[config.mk]
export PLATFORM = sky130hd
export DESIGN_NAME = fifo_sync_prog_flat
export DESIGN_NICKNAME = d
export VERILOG_FILES = /design/src/rtl/fifo_sync_prog_if.sv /design/src/rtl/fifo_sync_prog.sv /design/src/flat_wrapper.sv
export SDC_FILE = /design/constraint.sdc
export NUM_CORES = 1
export LEC_CHECK = 0
export ABC_AREA = 1
export CORE_MARGIN = 1
export CORE_UTILIZATION = 50
export DETAILED_ROUTE_END_ITERATION = 7
export PLACE_DENSITY = 0.7
export SLEW_MARGIN = 30
export SYNTH_ARGS = -nofsm -noshare
export SYNTH_HDL_FRONTEND = slang
export SYNTH_SLANG_ARGS = --single-unit
[constraint.sdc]
create_clock -name clk -period 2.3 [get_ports clk]
set_input_delay 0.46 -clock clk [delete_from_list [all_inputs] [get_ports clk]]
set_output_delay 0.46 -clock clk [all_outputs]
set_load 0.03 [all_outputs]
[src/rtl/fifo_sync_prog_if.sv]
// Producer/consumer-side bundle of the programmable synchronous FIFO.
// master = the FIFO user, slave = the FIFO itself.
interface fifo_sync_prog_if #(
  parameter int unsigned FIFO_WIDTH = 16,
  parameter int unsigned FIFO_DEPTH = 8
);
  localparam int unsigned CNT_W = $clog2(FIFO_DEPTH + 1);

  logic                  clr;
  logic [FIFO_WIDTH-1:0] data_in;
  logic                  wr_en;
  logic                  rd_en;
  logic [CNT_W-1:0]      af_level;
  logic [CNT_W-1:0]      ae_level;

  logic [FIFO_WIDTH-1:0] data_out;
  logic                  wr_ack;
  logic                  overflow;
  logic                  underflow;
  logic                  full;
  logic                  empty;
  logic                  almostfull;
  logic                  almostempty;
  logic [CNT_W-1:0]      level;

  modport master (
    output clr, data_in, wr_en, rd_en, af_level, ae_level,
    input  data_out, wr_ack, overflow, underflow,
    input  full, empty, almostfull, almostempty, level
  );

  modport slave (
    input  clr, data_in, wr_en, rd_en, af_level, ae_level,
    output data_out, wr_ack, overflow, underflow,
    output full, empty, almostfull, almostempty, level
  );
endinterface

[src/rtl/fifo_sync_prog.sv]
// Single-clock FIFO of arbitrary depth with programmable almost-full/almost-empty,
// fill level and synchronous flush. Define FIFO_FWFT_EN for first-word-fall-through reads.
module fifo_sync_prog #(
  parameter int unsigned FIFO_WIDTH = 16,
  parameter int unsigned FIFO_DEPTH = 8
) (
  input logic             clk,
  input logic             rst_n,
  fifo_sync_prog_if.slave bus
);
  localparam int unsigned CNT_W = $clog2(FIFO_DEPTH + 1);
  localparam int unsigned PTR_W = (FIFO_DEPTH > 1) ? $clog2(FIFO_DEPTH) : 1;
  localparam logic [PTR_W-1:0] PTR_LAST = PTR_W'(FIFO_DEPTH - 1);
  localparam logic [CNT_W-1:0] LVL_FULL = CNT_W'(FIFO_DEPTH);

  logic [FIFO_WIDTH-1:0] mem [FIFO_DEPTH];

  logic [PTR_W-1:0] wr_ptr;
  logic [PTR_W-1:0] rd_ptr;
  logic [PTR_W-1:0] wr_ptr_nxt;
  logic [PTR_W-1:0] rd_ptr_nxt;
  logic [CNT_W-1:0] level_q;
  logic [CNT_W-1:0] level_nxt;

  logic full_c;
  logic empty_c;
  logic wr_ok_c;
  logic rd_ok_c;

  logic wr_ack_q;
  logic overflow_q;
  logic underflow_q;
  logic wr_ack_nxt;
  logic overflow_nxt;
  logic underflow_nxt;

  // Explicit wrap so non-power-of-2 depths never index past the last entry.
  function automatic logic [PTR_W-1:0] ptr_inc(input logic [PTR_W-1:0] p);
    return (p == PTR_LAST) ? '0 : p + PTR_W'(1);
  endfunction

  assign full_c  = (level_q == LVL_FULL);
  assign empty_c = (level_q == '0);

  // Flush takes priority, so it masks both requests.
  always_comb begin
    wr_ok_c       = 1'b0;
    rd_ok_c       = 1'b0;
    wr_ack_nxt    = 1'b0;
    overflow_nxt  = 1'b0;
    underflow_nxt = 1'b0;
    if (!bus.clr) begin
      wr_ok_c       = bus.wr_en & ~full_c;
      rd_ok_c       = bus.rd_en & ~empty_c;
      wr_ack_nxt    = wr_ok_c;
      overflow_nxt  = bus.wr_en & full_c;
      underflow_nxt = bus.rd_en & empty_c;
    end
  end

  always_comb begin
    wr_ptr_nxt = wr_ptr;
    rd_ptr_nxt = rd_ptr;
    level_nxt  = level_q;
    if (bus.clr) begin
      wr_ptr_nxt = '0;
      rd_ptr_nxt = '0;
      level_nxt  = '0;
    end else begin
      if (wr_ok_c) wr_ptr_nxt = ptr_inc(wr_ptr);
      if (rd_ok_c) rd_ptr_nxt = ptr_inc(rd_ptr);
      if (wr_ok_c && !rd_ok_c) begin
        level_nxt = level_q + CNT_W'(1);
      end else if (rd_ok_c && !wr_ok_c) begin
        level_nxt = level_q - CNT_W'(1);
      end
    end
  end

  always_ff @(posedge clk or negedge rst_n) begin
    if (!rst_n) begin
      wr_ptr      <= '0;
      rd_ptr      <= '0;
      level_q     <= '0;
      wr_ack_q    <= 1'b0;
      overflow_q  <= 1'b0;
      underflow_q <= 1'b0;
    end else begin
      wr_ptr      <= wr_ptr_nxt;
      rd_ptr      <= rd_ptr_nxt;
      level_q     <= level_nxt;
      wr_ack_q    <= wr_ack_nxt;
      overflow_q  <= overflow_nxt;
      underflow_q <= underflow_nxt;
    end
  end

  // Storage is deliberately unreset; flush and reset only move pointers.
  always_ff @(posedge clk) begin
    if (wr_ok_c) mem[wr_ptr] <= bus.data_in;
  end

`ifdef FIFO_FWFT_EN
  assign bus.data_out = empty_c ? '0 : mem[rd_ptr];
`else
  logic [FIFO_WIDTH-1:0] data_out_q;

  always_ff @(posedge clk or negedge rst_n) begin
    if (!rst_n) begin
      data_out_q <= '0;
    end else if (rd_ok_c) begin
      data_out_q <= mem[rd_ptr];
    end
  end

  assign bus.data_out = data_out_q;
`endif

  assign bus.wr_ack      = wr_ack_q;
  assign bus.overflow    = overflow_q;
  assign bus.underflow   = underflow_q;
  assign bus.full        = full_c;
  assign bus.empty       = empty_c;
  assign bus.almostfull  = (level_q >= bus.af_level);
  assign bus.almostempty = (level_q <= bus.ae_level);
  assign bus.level       = level_q;

endmodule
[src/flat_wrapper.sv]
// flat-port wrapper written by rule: the top's interface ports become plain ports
module fifo_sync_prog_flat 
#(
  parameter int unsigned FIFO_WIDTH = 16,
  parameter int unsigned FIFO_DEPTH = 8
)
  (clk, rst_n, bus_clr, bus_data_in, bus_wr_en, bus_rd_en, bus_af_level, bus_ae_level, bus_data_out, bus_wr_ack, bus_overflow, bus_underflow, bus_full, bus_empty, bus_almostfull, bus_almostempty, bus_level);
  fifo_sync_prog_if #(.FIFO_WIDTH(FIFO_WIDTH), .FIFO_DEPTH(FIFO_DEPTH)) bus_i ();
  input logic clk;
  input logic rst_n;
  input wire logic [$bits(bus_i.clr)-1:0] bus_clr;
  input wire logic [$bits(bus_i.data_in)-1:0] bus_data_in;
  input wire logic [$bits(bus_i.wr_en)-1:0] bus_wr_en;
  input wire logic [$bits(bus_i.rd_en)-1:0] bus_rd_en;
  input wire logic [$bits(bus_i.af_level)-1:0] bus_af_level;
  input wire logic [$bits(bus_i.ae_level)-1:0] bus_ae_level;
  output wire logic [$bits(bus_i.data_out)-1:0] bus_data_out;
  output wire logic [$bits(bus_i.wr_ack)-1:0] bus_wr_ack;
  output wire logic [$bits(bus_i.overflow)-1:0] bus_overflow;
  output wire logic [$bits(bus_i.underflow)-1:0] bus_underflow;
  output wire logic [$bits(bus_i.full)-1:0] bus_full;
  output wire logic [$bits(bus_i.empty)-1:0] bus_empty;
  output wire logic [$bits(bus_i.almostfull)-1:0] bus_almostfull;
  output wire logic [$bits(bus_i.almostempty)-1:0] bus_almostempty;
  output wire logic [$bits(bus_i.level)-1:0] bus_level;
  assign bus_i.clr = bus_clr;
  assign bus_i.data_in = bus_data_in;
  assign bus_i.wr_en = bus_wr_en;
  assign bus_i.rd_en = bus_rd_en;
  assign bus_i.af_level = bus_af_level;
  assign bus_i.ae_level = bus_ae_level;
  assign bus_data_out = bus_i.data_out;
  assign bus_wr_ack = bus_i.wr_ack;
  assign bus_overflow = bus_i.overflow;
  assign bus_underflow = bus_i.underflow;
  assign bus_full = bus_i.full;
  assign bus_empty = bus_i.empty;
  assign bus_almostfull = bus_i.almostfull;
  assign bus_almostempty = bus_i.almostempty;
  assign bus_level = bus_i.level;
  fifo_sync_prog #(.FIFO_WIDTH(FIFO_WIDTH), .FIFO_DEPTH(FIFO_DEPTH)) u_core (.clk(clk), .rst_n(rst_n), .bus(bus_i));
endmodule
==> flow_summary_export.csv, run 1 <==
group,metric,value,unit
run_status,status,"complete, but fails checks",
run_status,violations,"negative setup slack",
clocking,cts_tree,"done",
logic_synthesis,synth-seq-area-share,69.7,%
floorplan,coreArea,12700,um^2
power_and_ir_drop,cellLeakagePower,3.09,nW
routing,drt_iter0_drc,369,
power_and_ir_drop,p_seq_share,39.4,%
setup_path,critPathTopFamily,"buffers and inverters",
floorplan,rows,41,
routing,vias_per_cell,5.34,
clocking,clk_pin_slew,0.06,ns
logic_synthesis,synth_top_area_cell,"edfxtp_1",
setup_path,path_class,"in2out",
power_and_ir_drop,intPower,6.07,mW
global_route,grt_max_degree,67,
power_and_ir_drop,p_sw_share,31.7,%
global_route,grt_use_total,21.6,%
logic_synthesis,async_flop_share,18.5,%
logic_synthesis,synth-simple-area-share,12.0,%
clocking,htree_levels,4,
timing,setup_violations,1,
timing,grt_setup_unrepaired,"yes",
logic_synthesis,muxShareOfSynthArea,0,%
logic_synthesis,synthesis.area,6550,um^2
layout,nFillCells,958,
power_and_ir_drop,vdd_drop_max,0.471,mV
timing,relSlewSlack,74.2,%
global_route,antenna_found_initial,0,
logic_synthesis,yosysMostFrequentCell,"edfxtp_1",
power_and_ir_drop,p_sw,2.82,mW
clocking,cts-root-buf,"clkbuf_16",
logic_synthesis,yosysUniqueCellTypes,31,
clocking,ctsHoldBuffers,0,
setup_path,cp_max_fo,2,
timing,whs,0.433,ns
timing,fin_tns_setup,-0.00239,ns
layout,diodes,0,
setup_path,crit_chain,"clkdlybuf4s50_1 > inv_1 > ha_1 > nand2_1 > nor2_1 > o32ai_2 > buf_4",
logic_synthesis,synth_nets,584,
placement,dp.cells,776,
routing,drc_errors,0,
timing,worst_slew_pin_slew,0.387,ns
layout,final_layout_size_suffix_gt1_share,15.0,%
placement,io_buffer_count,55,
floorplan,io_pins,56,
logic_synthesis,postSynthCellCount,540,
floorplan,dieArea,13600,um^2
logic_synthesis,ys_top_cells_by_count,"edfxtp_1, nor2_1, nand2_1",
setup_path,end_kind,"primary output",
layout,final_nets,671,
timing,fin_ws,-0.00239,ns
setup_path,worst_path_largest_cell_delay,0.46,ns
worst_hold_path,hold_class,"in2async",
floorplan,dieWidth,116,um
timing,final_max_slew_viol_count,0,
global_route,grt_overflow,0,
setup_path,critical_path_buf_inv_count,3,
layout,final_cells,812,
setup_path,cp.required,1.84,ns
global_route,first_global_vias,4326,
logic_synthesis,yosys.area_share.adder,2.98,%
logic_synthesis,synth-main-ff-cell,"edfxtp_1",
routing,wirelength,13500,um
layout,syn2layout_area_growth,24.3,%
placement,globalplace.congestion,0.806,
power_and_ir_drop,power.density,1090,nW/um^2
flow_run,max_cap_viol_count,0,
setup_path,start_kind,"input pin",
clocking,cts_sinks,157,
clocking,cts_buffers,17,
logic_synthesis,synth-xor-area-share,0.134,%
routing,dr.pass1.iters,4,
clocking,worstSkewPairLatency,0.42,ns
setup_path,crit_path_top_delay_cell,"clkdlybuf4s50_1",
logic_synthesis,syn_avg_cell_area,12.1,um^2
global_route,grt_pass1_wl,21300,um
logic_synthesis,ys_ff_latch,157,
logic_synthesis,synth-edff-count,128,
setup_path,cp_data_arrival_time,1.84,ns
timing,fmax,0.434,GHz
logic_synthesis,ys_warn_count,0,
floorplan,die_y,116,um
timing,hold_violations,0,
logic_synthesis,synth_top_family_by_area,"simple AND/OR/NAND/NOR gates",
clocking,clock_path_buffers,2,
power_and_ir_drop,power_frac_clock,31.5,%
power_and_ir_drop,combPwrFrac,29.1,%
routing,postRouteAntennaNets,0,
timing,fin_crit_sh,100,%
timing,finalCriticalPeriod,2.30,ns
layout,fin_util,64.0,%
logic_synthesis,synth-compound-area-share,11.4,%
routing,wl_per_cell,16.7,um
logic_synthesis,netlist.area_leader.share,58.7,%
logic_synthesis,synthTopCellsByArea,"edfxtp_1, dfrtp_1, nor2_1, o211ai_1, o21ai_1",
routing,vias,4340,
placement,dp_hpwl,8560,um
floorplan,start_util,51.5,%
timing,skew,0.00678,ns
==> stage by stage <==
step / total power [mW] / setup slack [ns] / cell area (um^2)
after CTS: 8.89 / -0.00305 / 8110
after global routing: 9.31 / -0.0138 / 8140
after detailed placement: 6.06 / -0.0565 / 7470
after global placement: 5.96 / 0.0118 / 7470
after floorplan: 5.17 / 0.122 / 6560
final: 8.89 / -0.00239 / 8140
==> worst paths after layout <==
check / slack, ns / cells after the start / start / to
worst max-delay path: -0.002 / 7 / bus_ae_level[3] / bus_almostempty
worst min register to register: 0.48 / 2 / u_core.bus.data_out[4] / u_core.bus.data_out[4]
worst min-delay path: 0.43 / 2 / rst_n / u_core.bus.level[1]
worst max register to register: 0.30 / 13 / u_core.bus.level[3] / u_core.bus.level[3]
max in group asynchronous: 1.57 / 2 / rst_n / u_core.bus.level[3]
min in group clk: 0.48 / 2 / u_core.bus.data_out[4] / u_core.bus.data_out[4]
==> per-layer routing <==
metal,vias up,share of wire (%),wire [um],GRT usage (%)
li1,2084,-,-,-
met1,2100,43,5870,26.9
met2,137,49,6680,36.1
met3,19,5.5,740,5.76
met4,0,1.8,242,8.38
met5,-,0,0,0
==> placed cells by master, fill, tap and decap left out, types with 3 or more instances in the layout <==
master	Yosys	layout
o211ai_1	33	33
clkinvlp_4	0	3
ha_1	14	12
buf_4	3	38
dfrtp_2	0	3
nand2_4	4	4
dfrtp_1	29	26
edfxtp_1	128	128
clkinv_2	0	4
nor2_1	109	109
nand2_1	59	59
clkbuf_16	0	17
nand3_1	9	9
clkdlybuf4s50_1	0	51
o21ai_0	39	39
inv_2	4	5
nor2_4	3	3
bufinv_16	0	3
inv_1	21	20
o21ai_1	46	46
==> registers in the layout, summed over array words and instances (netlist names) <==
name	count
u_core.bus.underflow	1
u_core.rd_ptr	3
u_core.bus.data_out	16
u_core.bus.wr_ack	1
u_core.bus.level	4
u_core.bus.overflow	1
u_core.wr_ptr	3
u_core.mem	128
==> layout make-up <==
type | count | area [um^2] | share of cell area [%]
clock buffer | 21 | 460 | 5.66
clock inverter | 11 | 141 | 1.74
inverter | 26 | 100 | 1.23
multi-input combinational | 330 | 1780 | 21.8
sequential | 157 | 4570 | 56.2
tap | 172 | 215 | 2.64
timing repair buffer | 95 | 876 | 10.8
==> power by group through the flow <==
stage	combinational [mW]	sequential, mW	clock [mW]
2_1_floorplan	1.30	3.87	0
3_3_place_gp	2.42	3.54	0
3_5_place_dp	2.51	3.55	0
4_1_cts	2.55	3.50	2.83
5_1_grt	2.84	3.53	2.94
6_report	2.58	3.50	2.80
==> worst reg2reg max path: cells and delay by family, from the launching register on <==
family                     cells  cell delay (ns)
AOI/OAI and AO/OA              1             0.18
adders and majority gates      1             0.30
DFF                            1             0.45
and+or+nand+nor                9             0.75
buffers and inverters          2             0.21
==> repair_timing <==
item	CTS	global route
gates cloned	0	0
setup buffers	0	4
pin swaps	1	1
setup endpoints to repair	4	1
resized for setup	9	2
==> cells by family (layout without fill, tap and decap cells) <==
| group | Yosys count | after routing |
|---|---|---|
| xor+xnor | 1 | 1 |
| fa+ha+maj | 15 | 15 |
| simple gates | 188 | 188 |
| compound gates | 126 | 126 |
| buf+inv | 53 | 153 |
| flops | 157 | 157 |
Note: power is estimated with default switching activity, not from simulation.
==> inputs of run 2 (changes only) <==
--- a/config.mk
+++ b/config.mk
@@ -5,11 +5,10 @@
 export SDC_FILE = /design/constraint.sdc
 export NUM_CORES = 1
 export LEC_CHECK = 0
-export ABC_AREA = 1
 export CORE_MARGIN = 1
 export CORE_UTILIZATION = 50
 export DETAILED_ROUTE_END_ITERATION = 7
-export PLACE_DENSITY = 0.7
+export PLACE_DENSITY = 0.71
 export SLEW_MARGIN = 30
 export SYNTH_ARGS = -nofsm -noshare
 export SYNTH_HDL_FRONTEND = slang
==> flow_summary_export.csv, run 2 <==
group,metric,value,unit
run_status,status,"complete, but fails checks",
run_status,violations,"negative setup slack",
routing,postRouteAntennaNets,0,
clocking,worstSkewPairLatency,0.41,ns
setup_path,worstRegToRegCells,9,
logic_synthesis,async_flop_share,18.5,%
setup_path,cp_max_fo,2,
floorplan,io_pins,56,
logic_synthesis,synth-main-ff-cell,"edfxtp_1",
logic_synthesis,yosysMostFrequentCell,"edfxtp_1",
clocking,ctsHoldBuffers,0,
routing,dr.pass1.iters,4,
placement,globalplace.congestion,0.705,
routing,vias_per_cell,5.38,
clocking,htree_levels,4,
layout,diodes,0,
routing,wirelength,12600,um
power_and_ir_drop,power.density,1080,nW/um^2
floorplan,rows,40,
placement,place_area,7400,um^2
power_and_ir_drop,vdd_drop_max,0.698,mV
logic_synthesis,synth-seq-area-share,72.4,%
layout,largest_reg_flops,128,
placement,dp_hpwl,7520,um
logic_synthesis,postSynthCellCount,348,
setup_path,worst_path_largest_cell_delay,0.42,ns
timing,hold_violations,0,
worst_hold_path,hold_class,"in2async",
setup_path,path_class,"reg2out",
placement,dp.cells,597,
logic_synthesis,synth-edff-count,128,
flow_run,max_cap_viol_count,0,
logic_synthesis,ys_top_cells_by_count,"edfxtp_1, mux4_2, dfrtp_1",
layout,nFillCells,811,
global_route,antenna_found_initial,0,
clocking,clk_pin_slew,0.07,ns
routing,wl_per_cell,19.9,um
setup_path,crit_chain,"buf_6 > ha_4 > nor2b_4 > o21a_1 > o21a_1 > o21ai_1 > buf_4",
timing,fin_ws,-0.0495,ns
timing,finalCriticalPeriod,2.35,ns
logic_synthesis,netlist.area_leader.share,60.9,%
power_and_ir_drop,cellLeakagePower,2.87,nW
layout,final_nets,496,
global_route,grt_max_degree,36,
layout,regMostFlops,"u_core.mem",
clocking,cts_buffers,17,
routing,drt_iter0_drc,177,
logic_synthesis,synth_nets,392,
timing,fmax,0.426,GHz
clocking,cts_tree,"done",
setup_path,start_kind,"register",
floorplan,die_y,114,um
setup_path,crit_path_top_delay_cell,"dfrtp_2",
timing,fin_tns_setup,-0.0863,ns
timing,worst_slew_pin_slew,0.463,ns
timing,final_max_slew_viol_count,0,
clocking,clock_path_buffers,2,
logic_synthesis,syn_avg_cell_area,18.1,um^2
setup_path,cp_data_arrival_time,1.89,ns
timing,setup_violations,4,
global_route,grt_use_total,21.6,%
floorplan,dieArea,13100,um^2
timing,skew,0.00905,ns
routing,drc_errors,0,
global_route,grt_pass1_wl,20000,um
floorplan,coreArea,12200,um^2
floorplan,dieWidth,114,um
logic_synthesis,yosysUniqueCellTypes,34,
timing,fin_crit_sh,102,%
floorplan,start_util,51.9,%
setup_path,cp.required,1.84,ns
clocking,cts_sinks,157,
global_route,first_global_vias,3704,
global_route,grt_overflow,0,
logic_synthesis,ys_warn_count,0,
routing,vias,3408,
logic_synthesis,ys_ff_latch,157,
timing,whs,0.476,ns
layout,syn2layout_area_growth,29.0,%
logic_synthesis,synthTopCellsByArea,"edfxtp_1, dfrtp_1, mux4_2, ha_1, mux2i_1",
layout,final_cells,633,
layout,final_layout_size_suffix_gt1_share,31.0,%
logic_synthesis,synthesis.area,6310,um^2
layout,stdcell_area,8140,um^2
layout,layout_commonest_cell,"edfxtp_1",
setup_path,cp_common_cell,"o21a_1",
clocking,cts-root-buf,"clkbuf_16",
placement,io_buffer_count,55,
layout,layout_common_cells,"edfxtp_1, clkdlybuf4s50_1, buf_4, mux4_2, dfrtp_1",
timing,grt_setup_unrepaired,"yes",
timing,relSlewSlack,69.1,%
setup_path,end_kind,"primary output",
logic_synthesis,synth_top_area_cell,"edfxtp_1",
run 2: cell types whose count changed in the layout (fill, tap and decap cells not counted), sizes merged, moves of 7 or more:
cell | before | now
o211ai | 33 | 1
a21oi | 3 | 23
o21ai | 86 | 4
buf | 42 | 49
mux2i | 0 | 16
nand2 | 64 | 12
nor2 | 112 | 22
mux4 | 0 | 32
run 2: kinds of logic (layout without fill, tap and decap cells):
group           Yosys count  in the layout  synth area share, %
xor+xnor                  1              1                0.139
compound gates           36             36                 3.37
mux                      50             50                 14.4
simple gates             60             60                 4.64
flops                   157            157                 72.4
fa+ha+maj                15             15                 3.09
buf+inv                  29            146                 1.92
run 2: final cells by class:
class | count | area (um^2) | share of cell area [%]
clock buffer | 17 | 425 | 5.23
timing repair buffer | 100 | 967 | 11.9
clock inverter | 15 | 151 | 1.86
sequential | 157 | 4570 | 56.2
tap | 168 | 210 | 2.58
multi-input combinational | 162 | 1750 | 21.6
inverter | 14 | 56.3 | 0.692
run 2: timing repair:
action	4_1_cts	5_1_grt
resized for setup	18	17
buffers inserted	2	2
pin swaps	9	8
endpoints found under the setup margin	4	62
run 2: final timing paths:
kind	start	endpoint	slack, ns
max	u_core.bus.level[1]	bus_almostempty	-0.05
min	rst_n	u_core.bus.overflow	0.48
max reg2reg	u_core.bus.level[1]	u_core.bus.level[3]	-0.02
min reg2reg	u_core.bus.data_out[9]	u_core.bus.data_out[9]	0.53
max in group asynchronous	rst_n	u_core.bus.level[0]	1.47
min in group clk	u_core.bus.data_out[9]	u_core.bus.data_out[9]	0.53
run 2: power by group:
part	internal [mW]	switching (mW)	leakage, nW
Clock	1.52	1.17	0.279
Sequential	3.34	0.154	1.50
Combinational	1.27	1.36	1.09
run 2: worst max-delay path: cells and delay by family (launching register included):
family	cells	cell delay, ns
adders and majority gates	1	0.21
buffers and inverters	2	0.30
and+or+nand+nor	1	0.12
AOI/OAI and AO/OA	3	0.42
DFF	1	0.42
run 2: per-layer routing:
| layer | global-route usage [%] | vias to the layer above | share of wire [%] |
|---|---|---|---|
| met2 | 35.5 | 108 | 52 |
| li1 | - | 1573 | - |
| met4 | 7.36 | 0 | 0.83 |
| met1 | 28.7 | 1715 | 42 |
| met3 | 4.76 | 12 | 5.4 |
| met5 | 0 | - | 0 |
run 2: through the flow:
stage / power, mW / setup WS, ns / utilization [%]
CTS: 8.77 / -0.117 / 66.0
finish: 8.82 / -0.0495 / 66.9
global route: 9.22 / -0.131 / 66.9
global placement: 5.92 / -0.511 / 60.8
detailed placement: 5.98 / -0.511 / 60.8
floorplan: 5.02 / -0.320 / -
